<file path="src/rtl/tiamc1_analog_pkg.sv">
// Shared types and arithmetic helpers for the TIA-MC1 analog input conditioner.
// Latency: n/a (types and pure functions only).
// Backpressure: n/a.
package tiamc1_analog_pkg;

  typedef enum logic [1:0] {
    MODE_JOY    = 2'd0,
    MODE_PADDLE = 2'd1,
    MODE_SPIN   = 2'd2,
    MODE_RSVD   = 2'd3
  } mode_t;

  // Mid-scale position for a register of pos_w bits (pos_w <= 12).
  function automatic logic [11:0] center(input int pos_w);
    return 12'(1) << (pos_w - 1);
  endfunction

  // Unsigned position plus signed rate, clamped to [0, 2^pos_w-1].
  // The sum is formed two bits wider than the position so it never wraps.
  function automatic logic [11:0] sat_add(input logic [11:0] pos,
                                          input logic signed [8:0] d,
                                          input int pos_w);
    logic signed [13:0] sum;
    logic signed [13:0] lim;
    sum = $signed({2'b00, pos}) + $signed({{5{d[8]}}, d});
    lim = 14'((1 << pos_w) - 1);
    if (sum < 0)
      return '0;
    else if (sum > lim)
      return lim[11:0];
    else
      return sum[11:0];
  endfunction

endpackage

</file>
<file path="src/rtl/tiamc1_analog_chan.sv">
// One player channel: position register with joystick/paddle/spinner arithmetic.
// Latency: 1 cycle from qualifying input (tick, paddle, spinner toggle) to pos.
// Backpressure: none; updates are applied unconditionally when they occur.
// Optional feature macro: ANALOG_DEADZONE_EN (joystick deadzone before the shift).
module tiamc1_analog_chan
  import tiamc1_analog_pkg::*;
#(
  parameter int POS_W     = 8,
  parameter int JOY_SHIFT = 3,
  parameter int DEADZONE  = 8
) (
  input  logic             clk_sys,
  input  logic             reset,
  input  logic [1:0]       mode,
  input  logic             invert,
  input  logic             tick,
  input  logic             clear,
  input  logic [7:0]       joy_x,
  input  logic [7:0]       paddle,
  input  logic [8:0]       spinner,
  output logic [POS_W-1:0] pos
);

  localparam logic [POS_W-1:0] CENTER_V = POS_W'(center(POS_W));

  logic signed [7:0] joy_s;
  logic signed [7:0] joy_src;
  logic signed [8:0] joy_d;
  logic [POS_W-1:0]  joy_next;
  logic [POS_W-1:0]  pad_p;
  logic [POS_W-1:0]  pad_v;
  logic signed [8:0] spin_d;
  logic [13:0]       spin_sum;
  logic [POS_W-1:0]  spin_next;
  logic              tog_q;
  logic              primed;
`ifdef ANALOG_DEADZONE_EN
  logic [8:0]        joy_ext;
  logic [8:0]        joy_mag;
`endif

  assign joy_s = joy_x;

  // Joystick rate: optional deadzone, arithmetic shift, then 9-bit negate so -128 becomes +128.
  always_comb begin
    joy_src = joy_s >>> JOY_SHIFT;
`ifdef ANALOG_DEADZONE_EN
    joy_ext = {joy_s[7], joy_s};
    joy_mag = joy_ext[8] ? (~joy_ext + 9'd1) : joy_ext;
    if (joy_mag < 9'(DEADZONE))
      joy_src = '0;
`endif
    joy_d = invert ? -{joy_src[7], joy_src} : {joy_src[7], joy_src};
  end

  assign joy_next = POS_W'(sat_add(12'(pos), joy_d, POS_W));

  // Paddle scaling to the position width: left-align wide registers, truncate narrow ones.
  generate
    if (POS_W >= 8) begin : g_pad_wide
      assign pad_p = POS_W'(paddle) << (POS_W - 8);
    end else begin : g_pad_narrow
      assign pad_p = POS_W'(paddle >> (8 - POS_W));
    end
  endgenerate

  assign pad_v = invert ? ~pad_p : pad_p;

  // Spinner delta is applied modulo 2^POS_W, so the position wraps freely.
  always_comb begin
    spin_d    = invert ? -{spinner[7], spinner[7:0]} : {spinner[7], spinner[7:0]};
    spin_sum  = {{(14-POS_W){1'b0}}, pos} + {{5{spin_d[8]}}, spin_d};
    spin_next = spin_sum[POS_W-1:0];
  end

  // Position register; the toggle copy follows the input in every mode so no stale delta replays.
  always_ff @(posedge clk_sys) begin
    if (reset) begin
      pos    <= CENTER_V;
      tog_q  <= 1'b0;
      primed <= 1'b0;
    end else begin
      tog_q  <= spinner[8];
      primed <= 1'b1;
      if (clear) begin
        pos <= CENTER_V;
      end else begin
        case (mode_t'(mode))
          MODE_JOY:  if (tick) pos <= joy_next;
          MODE_SPIN: if (primed && (spinner[8] != tog_q)) pos <= spin_next;
          default:   pos <= pad_v;
        endcase
      end
    end
  end

endmodule

</file>
<file path="src/rtl/tiamc1_analog_in.sv">
// Multi-channel analog conditioner: mode-change and vblank edge detection, per-channel positions, read port.
// Latency: position updates 1 cycle after their trigger; rd_data/rd_valid 1 cycle after rd_strobe.
// Backpressure: none; every strobe is served, one result per cycle.
// Optional feature macro: ANALOG_DEADZONE_EN (joystick deadzone, see tiamc1_analog_chan).
module tiamc1_analog_in
  import tiamc1_analog_pkg::*;
#(
  parameter int CHANNELS  = 2,
  parameter int POS_W     = 8,
  parameter int JOY_SHIFT = 3,
  parameter int DEADZONE  = 8
) (
  input  logic                      clk_sys,
  input  logic                      reset,
  input  logic [1:0]                cfg_mode,
  input  logic                      cfg_invert,
  input  logic                      vblank,
  input  logic [16*CHANNELS-1:0]    joy_analog,
  input  logic [8*CHANNELS-1:0]     paddle,
  input  logic [9*CHANNELS-1:0]     spinner,
  input  logic [1:0]                rd_sel,
  input  logic                      rd_strobe,
  output logic [POS_W-1:0]          rd_data,
  output logic                      rd_valid,
  output logic [POS_W*CHANNELS-1:0] pos_all
);

  localparam logic [POS_W-1:0] CENTER_V = POS_W'(center(POS_W));

  logic [1:0]            mode_q;
  logic                  vblank_q;
  logic                  mode_chg;
  logic                  tick;
  logic [POS_W-1:0]      sel_pos;
  logic [8*CHANNELS-1:0] unused_joy_y;

  assign mode_chg = (cfg_mode != mode_q);
  assign tick     = vblank & ~vblank_q;

  // Registered copies of mode and vblank; vblank_q resets high so reset never fakes an edge.
  always_ff @(posedge clk_sys) begin
    if (reset) begin
      mode_q   <= cfg_mode;
      vblank_q <= 1'b1;
    end else begin
      mode_q   <= cfg_mode;
      vblank_q <= vblank;
    end
  end

  generate
    for (genvar c = 0; c < CHANNELS; c++) begin : g_chan
      assign unused_joy_y[8*c +: 8] = joy_analog[16*c+8 +: 8];

      tiamc1_analog_chan #(
        .POS_W     (POS_W),
        .JOY_SHIFT (JOY_SHIFT),
        .DEADZONE  (DEADZONE)
      ) u_chan (
        .clk_sys (clk_sys),
        .reset   (reset),
        .mode    (cfg_mode),
        .invert  (cfg_invert),
        .tick    (tick),
        .clear   (mode_chg),
        .joy_x   (joy_analog[16*c +: 8]),
        .paddle  (paddle[8*c +: 8]),
        .spinner (spinner[9*c +: 9]),
        .pos     (pos_all[POS_W*c +: POS_W])
      );
    end
  endgenerate

  // Read mux over the current (pre-update) registers; unpopulated channels read as center.
  always_comb begin
    sel_pos = CENTER_V;
    for (int c = 0; c < CHANNELS; c++) begin
      if (rd_sel == 2'(c))
        sel_pos = pos_all[POS_W*c +: POS_W];
    end
  end

  // Read port register: one-cycle valid pulse per strobe, cleared by reset.
  always_ff @(posedge clk_sys) begin
    if (reset) begin
      rd_data  <= '0;
      rd_valid <= 1'b0;
    end else begin
      rd_valid <= rd_strobe;
      if (rd_strobe)
        rd_data <= sel_pos;
    end
  end

endmodule

</file>
<file path="config.mk">
export PLATFORM = sky130hd
export DESIGN_NAME = tiamc1_analog_in
export DESIGN_NICKNAME = d
export VERILOG_FILES = /design/src/rtl/tiamc1_analog_pkg.sv /design/src/rtl/tiamc1_analog_chan.sv /design/src/rtl/tiamc1_analog_in.sv
export SDC_FILE = /design/constraint.sdc
export NUM_CORES = 1
export LEC_CHECK = 0
export BUFFER_PORTS_ARGS = -buffer_cell sky130_fd_sc_hd__buf_2
export CORE_UTILIZATION = 50
export CTS_BUF_LIST = sky130_fd_sc_hd__clkbuf_16
export DETAILED_ROUTE_END_ITERATION = 7
export GPL_TIMING_DRIVEN = 0
export PLACE_DENSITY = 0.76
export SYNTH_ARGS = -nofsm -noshare
export SYNTH_HDL_FRONTEND = slang
export SYNTH_SLANG_ARGS = --single-unit
</file>
<file path="constraint.sdc">
create_clock -name clk_sys -period 4.7 [get_ports clk_sys]
set_input_delay 0.47 -clock clk_sys [delete_from_list [all_inputs] [get_ports clk_sys]]
set_output_delay 0.47 -clock clk_sys [all_outputs]
set_load 0.01 [all_outputs]
</file>
# Word level (Yosys, flattened, before mapping)
# Index checks and enable logic that the tools add are counted.
# W data, S select, Z words.
dict set report classes {
  add_sub_neg 8
  multipliers 0
  n_div 0
  n_lt_le_gt_ge 4
  n_eq_ne 8
  n_shift 0
  muxes 19
  n_bitwise 4
  reduce_logical 7
}
# op count
set op_table {}
lappend op_table {{$mux W8} 14}
lappend op_table {{$pmux W8 S2} 2}
lappend op_table {{$add A9 B9 Y10} 2}
lappend op_table {{$gt A10 B9 Y1 const B} 2}
lappend op_table {{$lt A10 B1 Y1 const B} 2}
lappend op_table {{$mux W9} 2}
lappend op_table {{$neg A9 Y9} 2}
lappend op_table {{$add A8 B8 Y8} 2}
lappend op_table {{$neg A8 Y8} 2}
lappend op_table {{$not A8 Y8} 2}
lappend op_table {{$ne A2 B1 Y1 const B} 3}
lappend op_table {{$logic_not A2 Y1} 2}
lappend op_table {{$reduce_and A2 Y1} 2}
lappend op_table {{$eq A2 B1 Y1 const B} 1}
lappend op_table {{$eq A2 B2 Y1 const B} 1}
lappend op_table {{$logic_and A1 B1 Y1} 2}
lappend op_table {{$ne A1 B1 Y1} 2}
lappend op_table {{$ne A2 B2 Y1} 1}
lappend op_table {{$reduce_or A2 Y1} 1}
lappend op_table {{$and A1 B1 Y1} 1}
lappend op_table {{$mux W1} 1}
lappend op_table {{$not A1 Y1} 1}
dict set report totals {
  reg_bits 31
  latch_bits 0
  ram_bits 0
  romBits 0
  inputBits 75
  output_inout_bits 25
  mem_count 0
}

# Depth between registers and ports, before layout
# Gate-level depths: netlist of the first run.
dict set report logic_depth {
  depth_word 8
  mapped_depth 13
}

# Cells and area by module
# From an unflattened synthesis of the first run, not the netlist that was laid out.
dict set report unflattened {
  hier_cells 460
  area_unflattened_um2 3658.5
}
# module instances cells_each area_each_um2 seq_area_each_um2
set by_module_without_submodules {}
lappend by_module_without_submodules {{tiamc1_analog_chan (g_chan[1].u_chan)} 1 222 1656.6 200.2}
lappend by_module_without_submodules {{tiamc1_analog_chan (g_chan[0].u_chan)} 1 198 1539.0 200.2}
lappend by_module_without_submodules {tiamc1_analog_in 1 40 462.9 240.2}

# Worst setup path before layout of the first run
# OpenSTA, ideal clock, no wires.
dict set report synth_path {
  path_type {input to register}
  from {input port cfg_invert}
  to {register g_chan[0].u_chan.pos[6]}
  t_arrival_ps 3174
  path_slack_ps 1407
  stages 13
  path_cell_list {buf_2 > buf_1 > clkbuf_1 > nand2_1 > o21ai_0 > inv_1 > fa_1 > nand2b_1 > a21oi_1 > o22ai_1 > xor2_2 > o31a_1 > o221a_1}
}
dict set report synth_via {
  elab_chain_len 7
}
# element line_no
set synth_lines {}
lappend synth_lines {{start, declared} tiamc1_analog_in.sv:16} ;# input logic cfg_invert,
lappend synth_lines {{$mux W9} tiamc1_analog_chan.sv:53} ;# joy_d = invert ? -{joy_src[7], joy_src} : {joy_src[7], joy_src};
lappend synth_lines {{$add A9 B9 Y10} tiamc1_analog_pkg.sv:25} ;# sum = $signed({2'b00, pos}) + $signed({{5{d[8]}}, d});
lappend synth_lines {{$gt A10 B9 Y1} tiamc1_analog_pkg.sv:29} ;# else if (sum > lim)
lappend synth_lines {{$mux W8} tiamc1_analog_pkg.sv:29}
lappend synth_lines {{$mux W8} tiamc1_analog_pkg.sv:27} ;# if (sum < 0)
lappend synth_lines {{$mux W8} tiamc1_analog_chan.sv:89} ;# MODE_JOY: if (tick) pos <= joy_next;
lappend synth_lines {{$pmux W8 S2 (*)} tiamc1_analog_chan.sv:88} ;# case (mode_t'(mode))
lappend synth_lines {{end signal, assigned} tiamc1_analog_chan.sv:89}
lappend synth_lines {{end signal, assigned} tiamc1_analog_chan.sv:90} ;# MODE_SPIN: if (primed && (spinner[8] != tog_q)) pos <= spin_next;
lappend synth_lines {{end signal, assigned} tiamc1_analog_chan.sv:91} ;# default: pos <= pad_v;
lappend synth_lines {{end, declared} tiamc1_analog_chan.sv:21} ;# output logic [POS_W-1:0] pos
# Every way passes the cells marked *; elsewhere a longest branch is shown, timed or not. The select of a mux whose other input is x is not followed.
# A chain may end at the register's enable or synchronous reset.

# Worst setup path in the final report of the first run
# Ends and elaborated chain as after synthesis.

==> metrics.cfg, run 1 <==
[status]
outcome = complete, no violations

[synth]
synth_nets = 568
synth_cells = 452
ys_ff_latch = 31
synth_most_common_cell = o21ai_0
synth.largest_area_cell = dfxtp_1
yosys.area.top_type_share_pct = 17.51
seq_area_frac_synth_pct = 17.51
synth_area_leaders = dfxtp_1 (18%), ha_1 (13%), xnor2_1 (8.4%)
postSynthAreaPerCell_um2 = 7.842
ys_top_cells_by_count = o21ai_0 (39), a21oi_1 (37), ha_1 (37)
synth_flop_cell = dfxtp_1
async_flop_share_pct = 0
ys_types = 58
synth_edf_count = 0
synth_warnings = 0
synthesis.area_mm2 = 0.003545

[timing]
slew_viol_final = 0
clock_skew_ps = 3.325
finalSetupTns_ps = 0
tightestPinTransition_ps = 787.2
grt_setup_unrepaired = false
slew_headroom_pct = 47.52
finalCriticalPeriod_ps = 4112
finalCritPeriodShare_pct = 87.50
fmax_mhz = 243.2
setup_slack_ps = 587.6
hold_viol = 0
setup_viol = 0

[final_layout]
final_core_util_pct = 61.17
drive_gt1_share_pct = 19.63
fin_cells = 631
nNetsFinal = 651
syn2layout_area_growth_pct = 17.90
diodes = 0
fill_cells = 661

[clocking]
hold_buffers = 0
htreeDepth = 2
path_clk_slew_ps = 50
cts_buffers = 5
postCtsSetupRepairBufs = 0
cts.path.max_buffers = 2
cts_resized = 0
tritoncts = built
clock_latency_ps = 270
cts.sinks = 31
clk_root_buffer_cell = clkbuf_16

[setup_path]
worstPathArrival_ps = 4270
critPathLaunch = cfg_invert
crit_slowest_cell = buf_1
worstSetupEndpoint = g_chan[0].u_chan.pos[6]$_SDFFE_PP0P_
crit_path_end_kind = register
worstPathMaxFanout = 10
r2r_cells = 9
criticalPathCategory = in -> reg
start_kind = input pin
rrSetupSlack_ps = 2040
cp.required_ps = 4860
r2r-start = g_chan[0].u_chan.pos[0]$_SDFFE_PP0P_
cp_common_cell = buf_2
reg2reg_to = g_chan[0].u_chan.pos[6]$_SDFFE_PP0P_
max_stage_delay_ps = 640
worstPathCellList = buf_2 > buf_2 > buf_1 > clkbuf_1 > nand2_1 > o21ai_0 > inv_1 > fa_1 > nand2b_1 > a21oi_1 > o22ai_1 > xor2_2 > o31a_1 > o221a_1

[route]
vias = 3612
ant_nets = 0
drt_iter0_markers = 202
drt-total-wl_mm = 9.906
viasPerCell = 5.724
firstDrtPassIters = 4
drc = 0
wl_per_cell_um = 15.70

[power_and_ir_drop]
max-vdd-ir-drop_mv = 0.2054
comb_power_share_pct = 38.1
total_power_mw = 0.9560
swShare_pct = 34.86
switchingPower_mw = 0.3333
cellPowerDensity_mw_per_mm2 = 228.8
leakage_nw = 1.856
cell_internal_pwr_mw = 0.6228
p_clk_share_pct = 31.4
seq_power_share_pct = 30.5

[placed_design]
dp.final_hpwl_mm = 7.951
pre_cts_ws_ps = 402.9
dpl.cell_count = 624
gp_congestion = 0.9093
port_buffers = 76

[die]
fp.dieW_um = 86.20
num_io_pins = 100
core.rowCount = 30
core_area_mm2 = 0.006832
die_h_um = 86.20
die_area_mm2 = 0.007430
initial_core_util_pct = 51.89

[global_routing]
met2_usage_pct = 47.69
grt_pass1_vias = 3359
grt_overflow = 0
grt_pass1_wl_mm = 16.06
use_met1_pct = 36.36
top_usage_layer = met2
antenna_found_initial = 0
grtUsageMet3_pct = 2.381
grt_max_degree = 11
grt.total_usage_pct = 27.49

[job]
maxCapViolations = 0

[worst_hold_path]
hold_path_class = in -> reg

## cell usage in the layout, fill, tap and decap left out, types with 4 or more instances in the layout
cell and n:
a211oi_1 7, inv_1 32, o21ai_0 39, a21o_1 4, o21a_1 8, o211ai_1 8
ha_1 37, nor3_1 9, dfxtp_1 31, a21oi_1 37, xor2_1 18, o31ai_1 9
nand2_1 16, clkbuf_1 9, a31oi_1 5, clkbuf_16 5, buf_2 80, or3_1 9
nor2_1 28, nor2b_1 14, xnor2_1 34, nand2b_1 14, mux2_2 7, o21ai_1 18
fa_1 4
## power groups by stage
stage	Clock (mW)	Combinational (mW)	Sequential, mW
4_1_cts	0.301	0.361	0.291
3_3_place_gp	0	0.347	0.296
5_1_grt	0.311	0.405	0.292
3_5_place_dp	0	0.359	0.296
6_report	0.300	0.365	0.291
2_1_floorplan	0	0.257	0.293
## layout make-up
cell class	count	area [um2]	share of cell area, %
multi-input cells	374	2743	65.63
clock buffers	5	125.1	2.994
plain buffers	15	61.31	1.467
well taps	96	120.1	2.874
repair buffers	76	380.4	9.102
flip-flops and latches	31	620.6	14.85
clock inverters	2	8.758	0.2096
inverters	32	120.1	2.874
## how the worst min path moves through the flow
stage	start	endpoint	slack [ps]	depth (start not counted)
floorplan	cfg_mode[0]	mode_q[0]$_DFF_P_	500	0
global placement	rd_data[7]$_SDFFE_PP0P_	rd_data[7]$_SDFFE_PP0P_	480	2
detailed placement	rd_data[7]$_SDFFE_PP0P_	rd_data[7]$_SDFFE_PP0P_	490	2
CTS	cfg_mode[0]	mode_q[0]$_DFF_P_	330	1
global route	cfg_mode[0]	mode_q[0]$_DFF_P_	340	1
finish	cfg_mode[0]	mode_q[0]$_DFF_P_	330	1
## critical path: cells and delay by family
kind / cells / cell delay, ps
AOI/OAI and AO/OA: 5 / 1130
xor gates and xnor gates: 1 / 220
adders and majority gates: 1 / 430
buffers and inverters: 5 / 1710
and+or+nand+nor: 2 / 290
## layer usage
metal | wire (um) | part of all wire (%)
met5 | 0 | 0
met4 | 208 | 2.1
met3 | 593 | 6.0
met2 | 4613 | 47
met1 | 4491 | 45
## cells by family (layout without fill, tap and decap cells)
| group | Yosys count | in the layout | synth area share [%] |
|---|---|---|---|
| compound gates | 163 | 163 | 30.00 |
| mux | 8 | 8 | 2.506 |
| simple gates | 109 | 109 | 16.24 |
| flops | 31 | 31 | 17.51 |
| fa+ha+maj | 41 | 41 | 15.32 |
| xor+xnor | 53 | 53 | 13.31 |
| buf+inv | 47 | 130 | 5.118 |
## registers in the layout, indices dropped and copies added, names as in the netlist
| register | cells |
|---|---|
| g_chan.u_chan.pos | 16 |
| rd_data | 8 |
| g_chan.u_chan.tog_q | 2 |
| mode_q | 2 |
| g_chan.u_chan.primed | 1 |
| rd_valid | 1 |
| vblank_q | 1 |
## stage by stage
step,area (um2),hold WS [ps]
6_report,4179,333.6
5_1_grt,4179,336.6
4_1_cts,4179,331.5
3_5_place_dp,4045,487.2
3_3_place_gp,4045,481.9
2_1_floorplan,3545,497.7
Note: power is estimated with default switching activity, not from simulation.
==> run 2: changes to the inputs <==
--- a/config.mk
+++ b/config.mk
@@ -6,11 +6,12 @@
 export NUM_CORES = 1
 export LEC_CHECK = 0
 export BUFFER_PORTS_ARGS = -buffer_cell sky130_fd_sc_hd__buf_2
-export CORE_UTILIZATION = 50
+export CORE_UTILIZATION = 45
 export CTS_BUF_LIST = sky130_fd_sc_hd__clkbuf_16
 export DETAILED_ROUTE_END_ITERATION = 7
 export GPL_TIMING_DRIVEN = 0
-export PLACE_DENSITY = 0.76
+export PLACE_DENSITY = 0.7
 export SYNTH_ARGS = -nofsm -noshare
 export SYNTH_HDL_FRONTEND = slang
 export SYNTH_SLANG_ARGS = --single-unit
+export TNS_END_PERCENT = 100
==> constraint.sdc (replaced) <==
create_clock -name clk_sys -period 5 [get_ports clk_sys]
set_input_delay 0.5 -clock clk_sys [delete_from_list [all_inputs] [get_ports clk_sys]]
set_output_delay 0.5 -clock clk_sys [all_outputs]
set_load 0.01 [all_outputs]
==> run 2 against run 1 <==
  * Clock power grew 2%
  * Core utilization shrank 4.8 points
  * Final area up 0.45%
  * Die area grew 11%
  * Total power is 2.4% lower
  * Register-to-register slack better by 300 ps
  * Combinational power decreased by 3%
  * Wire length up 9.3%
  * First-iteration DRC count rose by 36%
  * Critical path depth stayed put
  * Largest cell class unchanged
  * Largest power group unchanged
==> metrics.cfg, run 2 (synthesis gave the netlist of run 1 again) <==
[status]
outcome = complete, no violations

[final_layout]
most-common-layout-cells = buf_2 (80), o21ai_0 (39), a21oi_1 (37), ha_1 (37), xnor2_1 (34)
final_common_cell = buf_2
largest_reg_flops = 16  ; unchanged
syn2layout_area_growth_pct = 18.43
diodes = 0  ; unchanged
fill_cells = 749  ; +13%
drive_gt1_share_pct = 19.96  ; +0.34 points
final_core_util_pct = 56.37  ; -4.8 points
final_cell_area_mm2 = 0.004198  ; +0.45%
fin_cells = 635  ; +0.63%
nNetsFinal = 651  ; unchanged
top_register = g_chan.u_chan.pos
reg_top3 = g_chan.u_chan.pos x16, rd_data x8

[die]
core.rowCount = 31  ; +3.3%
fp.dieW_um = 90.75  ; +5.3%
die_h_um = 90.75  ; +5.3%
die_area_mm2 = 0.008236  ; +11%
num_io_pins = 100  ; unchanged
initial_core_util_pct = 47.60  ; -4.3 points
core_area_mm2 = 0.007447  ; +9.0%

[setup_path]
worstPathArrival_ps = 4160  ; -110 ps
max_stage_delay_ps = 580  ; -60 ps
crit_slowest_cell = buf_1
cp_num_buf_inv = 5  ; unchanged
cp.required_ps = 5170  ; +310 ps
criticalPathCategory = in -> reg
worstPathMaxFanout = 10  ; unchanged
crit_path_end_kind = register
cp_top_family = buffers and inverters
cp_common_cell = buf_2
worstPathCellList = buf_2 > buf_2 > buf_1 > clkbuf_1 > nand2_1 > o21ai_0 > inv_1 > fa_1 > nand2b_1 > a21oi_1 > o22ai_1 > xor2_2 > o31a_1 > o221a_1
start_kind = input pin

[placed_design]
pre_cts_ws_ps = 750.2  ; +347.3 ps
port_buffers = 76  ; unchanged
dp.final_hpwl_mm = 8.635  ; +8.6%
dpl_cell_area_mm2 = 0.004049  ; about the same
dpl.cell_count = 627  ; +0.48%
gp_congestion = 0.9229  ; +1.5%

[global_routing]
antenna_found_initial = 0  ; unchanged
grt.total_usage_pct = 27.03  ; -0.45 points
grt_pass1_vias = 3524  ; +4.9%
grt_max_degree = 13  ; +2
grt_overflow = 0  ; unchanged
grt_pass1_wl_mm = 17.66  ; +10%

[timing]
hold_viol = 0  ; unchanged
setup_viol = 0  ; unchanged
slew_headroom_pct = 53.73  ; +6.2 points
slew_viol_final = 0  ; unchanged
clock_skew_ps = 3.664  ; +0.3392 ps
finalCriticalPeriod_ps = 3987
fmax_mhz = 250.8
finalCritPeriodShare_pct = 79.75
tightestPinTransition_ps = 694.1  ; -93.16 ps
finalSetupTns_ps = 0  ; unchanged
setup_slack_ps = 1013  ; +425.0 ps
grt_setup_unrepaired = false
fin_worst_hold_slack_ps = 330.9  ; -2.791 ps

[power_and_ir_drop]
max-vdd-ir-drop_mv = 0.2075  ; +1.0%
leakage_nw = 1.856  ; about the same
total_power_mw = 0.9326  ; -2.4%
cellPowerDensity_mw_per_mm2 = 222.2  ; -2.9%

[clocking]
clk_root_buffer_cell = clkbuf_16
cts_buffers = 5  ; unchanged
cts.path.max_buffers = 2  ; unchanged
htreeDepth = 2  ; unchanged
cts_resized = 0  ; unchanged
path_clk_slew_ps = 60  ; about the same
clock_latency_ps = 280  ; about the same
tritoncts = built
cts.sinks = 31  ; unchanged
hold_buffers = 0  ; unchanged
postCtsSetupRepairBufs = 0  ; unchanged

[route]
vias = 3670  ; +1.6%
viasPerCell = 5.780  ; +0.97%
firstDrtPassIters = 6  ; +2
drt-total-wl_mm = 10.83  ; +9.3%
wl_per_cell_um = 17.05  ; +8.6%
drc = 0  ; unchanged
ant_nets = 0  ; unchanged
drt_iter0_markers = 274  ; +36%

[worst_hold_path]
hold_path_class = in -> reg

[job]
maxCapViolations = 0  ; unchanged

-- run 2: where the power goes --
| part | switching, mW | internal, mW | leakage, nW | total [mW] |
|---|---|---|---|---|
| Clock | 0.121 | 0.186 | 0.0664 | 0.307 |
| Sequential | 0.0150 | 0.258 | 0.254 | 0.273 |
| Combinational | 0.204 | 0.149 | 1.54 | 0.353 |
| Total | 0.340 | 0.593 | 1.86 | 0.933 |
-- run 2: per-layer routing --
metal	track usage, %	up-vias	part of all wire, %
met5	0	-	0
met4	9.812	0	3.2
met3	3.620	28	6.4
met2	41.73	157	42
met1	38.05	1683	48
li1	-	1802	-
-- run 2: worst reg2reg max path: cells and delay by family, from the launching register on --
| kind | cells | cell delay, ps |
|---|---|---|
| AO/OA/AOI/OAI | 4 | 1020 |
| XOR/XNOR | 1 | 230 |
| adder cells (fa/ha/maj) | 2 | 630 |
| buffers and inverters | 1 | 60 |
| flip-flops | 1 | 430 |
| AND/OR/NAND/NOR | 1 | 180 |
-- run 2: layout make-up --
type                            count  area, um2  share of cell area (%)
Clock buffer                        5      125.1                   2.981
Buffer                             15      61.31                   1.461
Timing Repair Buffer               76      380.4                   9.061
Clock inverter                      3      23.77                  0.5663
Inverter                           32      120.1                   2.861
Sequential cell                    31      620.6                   14.78
Tap cell                           99      123.9                   2.951
Multi-Input combinational cell    374       2743                   65.34
-- run 2: final timing paths --
kind | from | to | slack (ps) | cells past startpoint
max | cfg_invert | g_chan[0].u_chan.pos[6]$_SDFFE_PP0P_ | 1010 | 14
min reg2reg | rd_data[7]$_SDFFE_PP0P_ | rd_data[7]$_SDFFE_PP0P_ | 510 | 2
max reg2reg | g_chan[0].u_chan.pos[0]$_SDFFE_PP0P_ | g_chan[0].u_chan.pos[6]$_SDFFE_PP0P_ | 2340 | 9
min | cfg_mode[0] | mode_q[0]$_DFF_P_ | 330 | 1
==> run 3: changes to the inputs <==
--- a/config.mk
+++ b/config.mk
@@ -5,12 +5,13 @@
 export SDC_FILE = /design/constraint.sdc
 export NUM_CORES = 1
 export LEC_CHECK = 0
+export ABC_AREA = 1
 export BUFFER_PORTS_ARGS = -buffer_cell sky130_fd_sc_hd__buf_2
 export CORE_UTILIZATION = 45
 export CTS_BUF_LIST = sky130_fd_sc_hd__clkbuf_16
 export DETAILED_ROUTE_END_ITERATION = 7
 export GPL_TIMING_DRIVEN = 0
-export PLACE_DENSITY = 0.7
+export PLACE_DENSITY = 0.69
 export SYNTH_ARGS = -nofsm -noshare
 export SYNTH_HDL_FRONTEND = slang
 export SYNTH_SLANG_ARGS = --single-unit
==> constraint.sdc (replaced) <==
create_clock -name clk_sys -period 3.95 [get_ports clk_sys]
set_input_delay 0.395 -clock clk_sys [delete_from_list [all_inputs] [get_ports clk_sys]]
set_output_delay 0.395 -clock clk_sys [all_outputs]
set_load 0.01 [all_outputs]
==> run 3 against run 2 <==
  * Global-route usage down 1.1 points
  * Clock skew about the same
  * First-iteration DRC count decreased by 30%
  * Synthesized cell count is 35% higher
  * Non-clock buffer count is 2 lower
  * Core utilization down 2.4 points
  * Combinational power is 32% higher
  * Largest cell class unchanged
  * Largest power group unchanged
  * Wire length up 3.7%
  * Area after synthesis increased by 6.2%
==> metrics.cfg, run 3 <==
[route]
ant_nets = 0  ; unchanged
vias = 4226  ; +15%
viasPerCell = 5.283  ; -8.6%
drt-total-wl_mm = 11.22  ; +3.7%
wl_per_cell_um = 14.03  ; -18%
firstDrtPassIters = 5  ; -1
drc = 0  ; unchanged
drt_iter0_markers = 192  ; -30%

[setup_path]
crit_path_end_kind = register
criticalPathCategory = in -> reg
worstPathCellList = buf_2 > buf_2 > clkbuf_1 > buf_2 > a21oi_1 > ha_1 > nand2_1 > inv_1 > a21oi_1 > nand2_1 > nand2_1 > nand2_1 > nand2_2 > nand2_1 > nand2_1 > nand3_1 > nand2_1 > nand2_1
worstSetupEndpoint = g_chan[1].u_chan.pos[7]$_SDFFE_PP1P_
critPathLaunch = cfg_invert
cp.required_ps = 4120  ; -1050 ps
crit_slowest_cell = clkbuf_1
worstPathArrival_ps = 3310  ; -850 ps
r2r-start = g_chan[0].u_chan.pos[0]$_SDFFE_PP0P_
rrSetupSlack_ps = 1710  ; -630 ps
max_stage_delay_ps = 530  ; -50 ps
cp_common_cell = nand2_1
r2r_cells = 15  ; +6
worstPathMaxFanout = 10  ; unchanged
reg2reg_to = g_chan[0].u_chan.pos[7]$_SDFFE_PP1P_
start_kind = input pin

[timing]
finalCriticalPeriod_ps = 3148
slew_headroom_pct = 57.84  ; +4.1 points
setup_viol = 0  ; unchanged
tightestPinTransition_ps = 632.4  ; -61.69 ps
clock_skew_ps = 3.577  ; -0.08740 ps
finalCritPeriodShare_pct = 79.69
finalSetupTns_ps = 0  ; unchanged
fmax_mhz = 317.7
fin_worst_hold_slack_ps = 237.1  ; -93.72 ps
slew_viol_final = 0  ; unchanged
grt_setup_unrepaired = false
hold_viol = 0  ; unchanged

[synth]
seq_area_frac_synth_pct = 16.48  ; -1.0 points
synth_flop_cell = dfxtp_1
ys_top_cells_by_count = nand2_1 (151), inv_1 (93), a21oi_1 (56)
ys_types = 39  ; -33%
synth_most_common_cell = nand2_1
async_flop_share_pct = 0  ; unchanged
synth_area_leaders = dfxtp_1 (16%), nand2_1 (15%), ha_1 (12%)
synthesis.area_mm2 = 0.003766  ; +6.2%
synth.largest_area_cell = dfxtp_1
postSynthAreaPerCell_um2 = 6.154  ; -22%
ys_ff_latch = 31  ; unchanged
synth_nets = 728  ; +28%
synth_edf_count = 0  ; unchanged
synth_cells = 612  ; +35%
synth_warnings = 0  ; unchanged
yosys.area.top_type_share_pct = 16.48  ; -1.0 points

[clocking]
cts.path.max_buffers = 2  ; unchanged
cts_resized = 0  ; unchanged
clock_latency_ps = 270  ; about the same
cts_buffers = 5  ; unchanged
path_clk_slew_ps = 50  ; about the same
tritoncts = built
htreeDepth = 2  ; unchanged
postCtsSetupRepairBufs = 0  ; unchanged
hold_buffers = 0  ; unchanged
clk_root_buffer_cell = clkbuf_16
cts.sinks = 31  ; unchanged

[final_layout]
diodes = 0  ; unchanged
drive_gt1_share_pct = 15.68  ; -4.3 points
top_register = g_chan.u_chan.pos
most-common-layout-cells = nand2_1 (151), inv_1 (95), buf_2 (82), a21oi_1 (56)
final_common_cell = nand2_1
reg_top3 = g_chan.u_chan.pos x16, rd_data x8
final_core_util_pct = 53.95  ; -2.4 points
nNetsFinal = 810  ; +24%
syn2layout_area_growth_pct = 17.11
largest_reg_flops = 16  ; unchanged
final_cell_area_mm2 = 0.004410  ; +5.1%

[die]
core_area_mm2 = 0.008175  ; +9.8%
die_area_mm2 = 0.008739  ; +6.1%
initial_core_util_pct = 46.07  ; -1.5 points
die_h_um = 93.48  ; +3.0%
num_io_pins = 100  ; unchanged
fp.dieW_um = 93.48  ; +3.0%
core.rowCount = 33  ; +6.5%

[global_routing]
grt.total_usage_pct = 25.94  ; -1.1 points
grt_pass1_vias = 3775  ; +7.1%
antenna_found_initial = 0  ; unchanged
grt_overflow = 0  ; unchanged
grt_pass1_wl_mm = 17.58  ; -0.47%
grtUsageMet3_pct = 3.740  ; +0.12 points
met2_usage_pct = 44.61  ; +2.9 points
use_met1_pct = 33.48  ; -4.6 points
grt_max_degree = 11  ; -2
top_usage_layer = met2

[power_and_ir_drop]
total_power_mw = 1.169  ; +25%
leakage_nw = 2.447  ; +32%
cellPowerDensity_mw_per_mm2 = 265.0  ; +19%
max-vdd-ir-drop_mv = 0.1769  ; -15%

[placed_design]
dpl_cell_area_mm2 = 0.004273  ; +5.5%
port_buffers = 75  ; -1.3%
dp.final_hpwl_mm = 9.113  ; +5.5%
gp_congestion = 0.9314  ; +0.92%

[job]
maxCapViolations = 0  ; unchanged

[worst_hold_path]
hold_path_class = in -> reg

[status]
outcome = complete, no violations

## run 3: critical path, delay by kind of cell
kind | cells | cell delay (ps)
buffers and inverters | 5 | 1400
adders and majority gates | 1 | 350
AOI/OAI and AO/OA | 2 | 330
and+or+nand+nor | 10 | 800
## run 3: power breakdown
part	switching (mW)	internal, mW	leakage, nW
Clock	0.125	0.227	0.0762
Combinational	0.287	0.178	2.12
Sequential	0.0221	0.331	0.255
## run 3: cells by family (layout without fill, tap and decap cells)
| kind of cell | Yosys count | count (layout) | synth area share, % |
|---|---|---|---|
| AOI/OAI and AO/OA | 135 | 135 | 20.37 |
| xor gates and xnor gates | 30 | 30 | 6.977 |
| adders and majority gates | 41 | 41 | 14.42 |
| buffers and inverters | 112 | 195 | 11.59 |
| DFF | 31 | 31 | 16.48 |
| and+or+nand+nor | 263 | 263 | 30.17 |
## run 3: final cells by class
class                   instances  area (um2)
repair buffers                 75       375.4
well taps                     105       131.4
inverters                      98       367.9
plain buffers                  14       68.82
clock buffers                   5       125.1
fillers                       845        3765
clock inverters                 3       12.51
flip-flops and latches         31       620.6
multi-input cells             469        2709
## run 3: how the worst min path moves through the flow
| stage | depth (start not counted) | end | slack [ps] | from |
|---|---|---|---|---|
| floorplan | 0 | mode_q[0]$_DFF_P_ | 420 | cfg_mode[0] |
| global placement | 2 | rd_data[2]$_SDFFE_PP0P_ | 460 | rd_data[2]$_SDFFE_PP0P_ |
| detailed placement | 2 | rd_data[4]$_SDFFE_PP0P_ | 460 | rd_data[4]$_SDFFE_PP0P_ |
| CTS | 1 | mode_q[0]$_DFF_P_ | 240 | cfg_mode[0] |
| global route | 1 | mode_q[0]$_DFF_P_ | 230 | cfg_mode[0] |
| finish | 1 | mode_q[0]$_DFF_P_ | 240 | cfg_mode[0] |
## run 3: layer usage
| layer | share of wire [%] | wire, um |
|---|---|---|
| met3 | 7.3 | 815 |
| met2 | 47 | 5235 |
| met4 | 2.0 | 221 |
| met5 | 0 | 0 |
| met1 | 44 | 4952 |
## run 3: stage by stage
| step | std cells | setup WS [ps] |
|---|---|---|
| detailed placement | 792 | 570.6 |
| finish | 800 | 802.3 |
| global placement | 792 | 597.0 |
| global route | 800 | 567.5 |
| CTS | 800 | 849.4 |
| floorplan | 612 | 1467 |
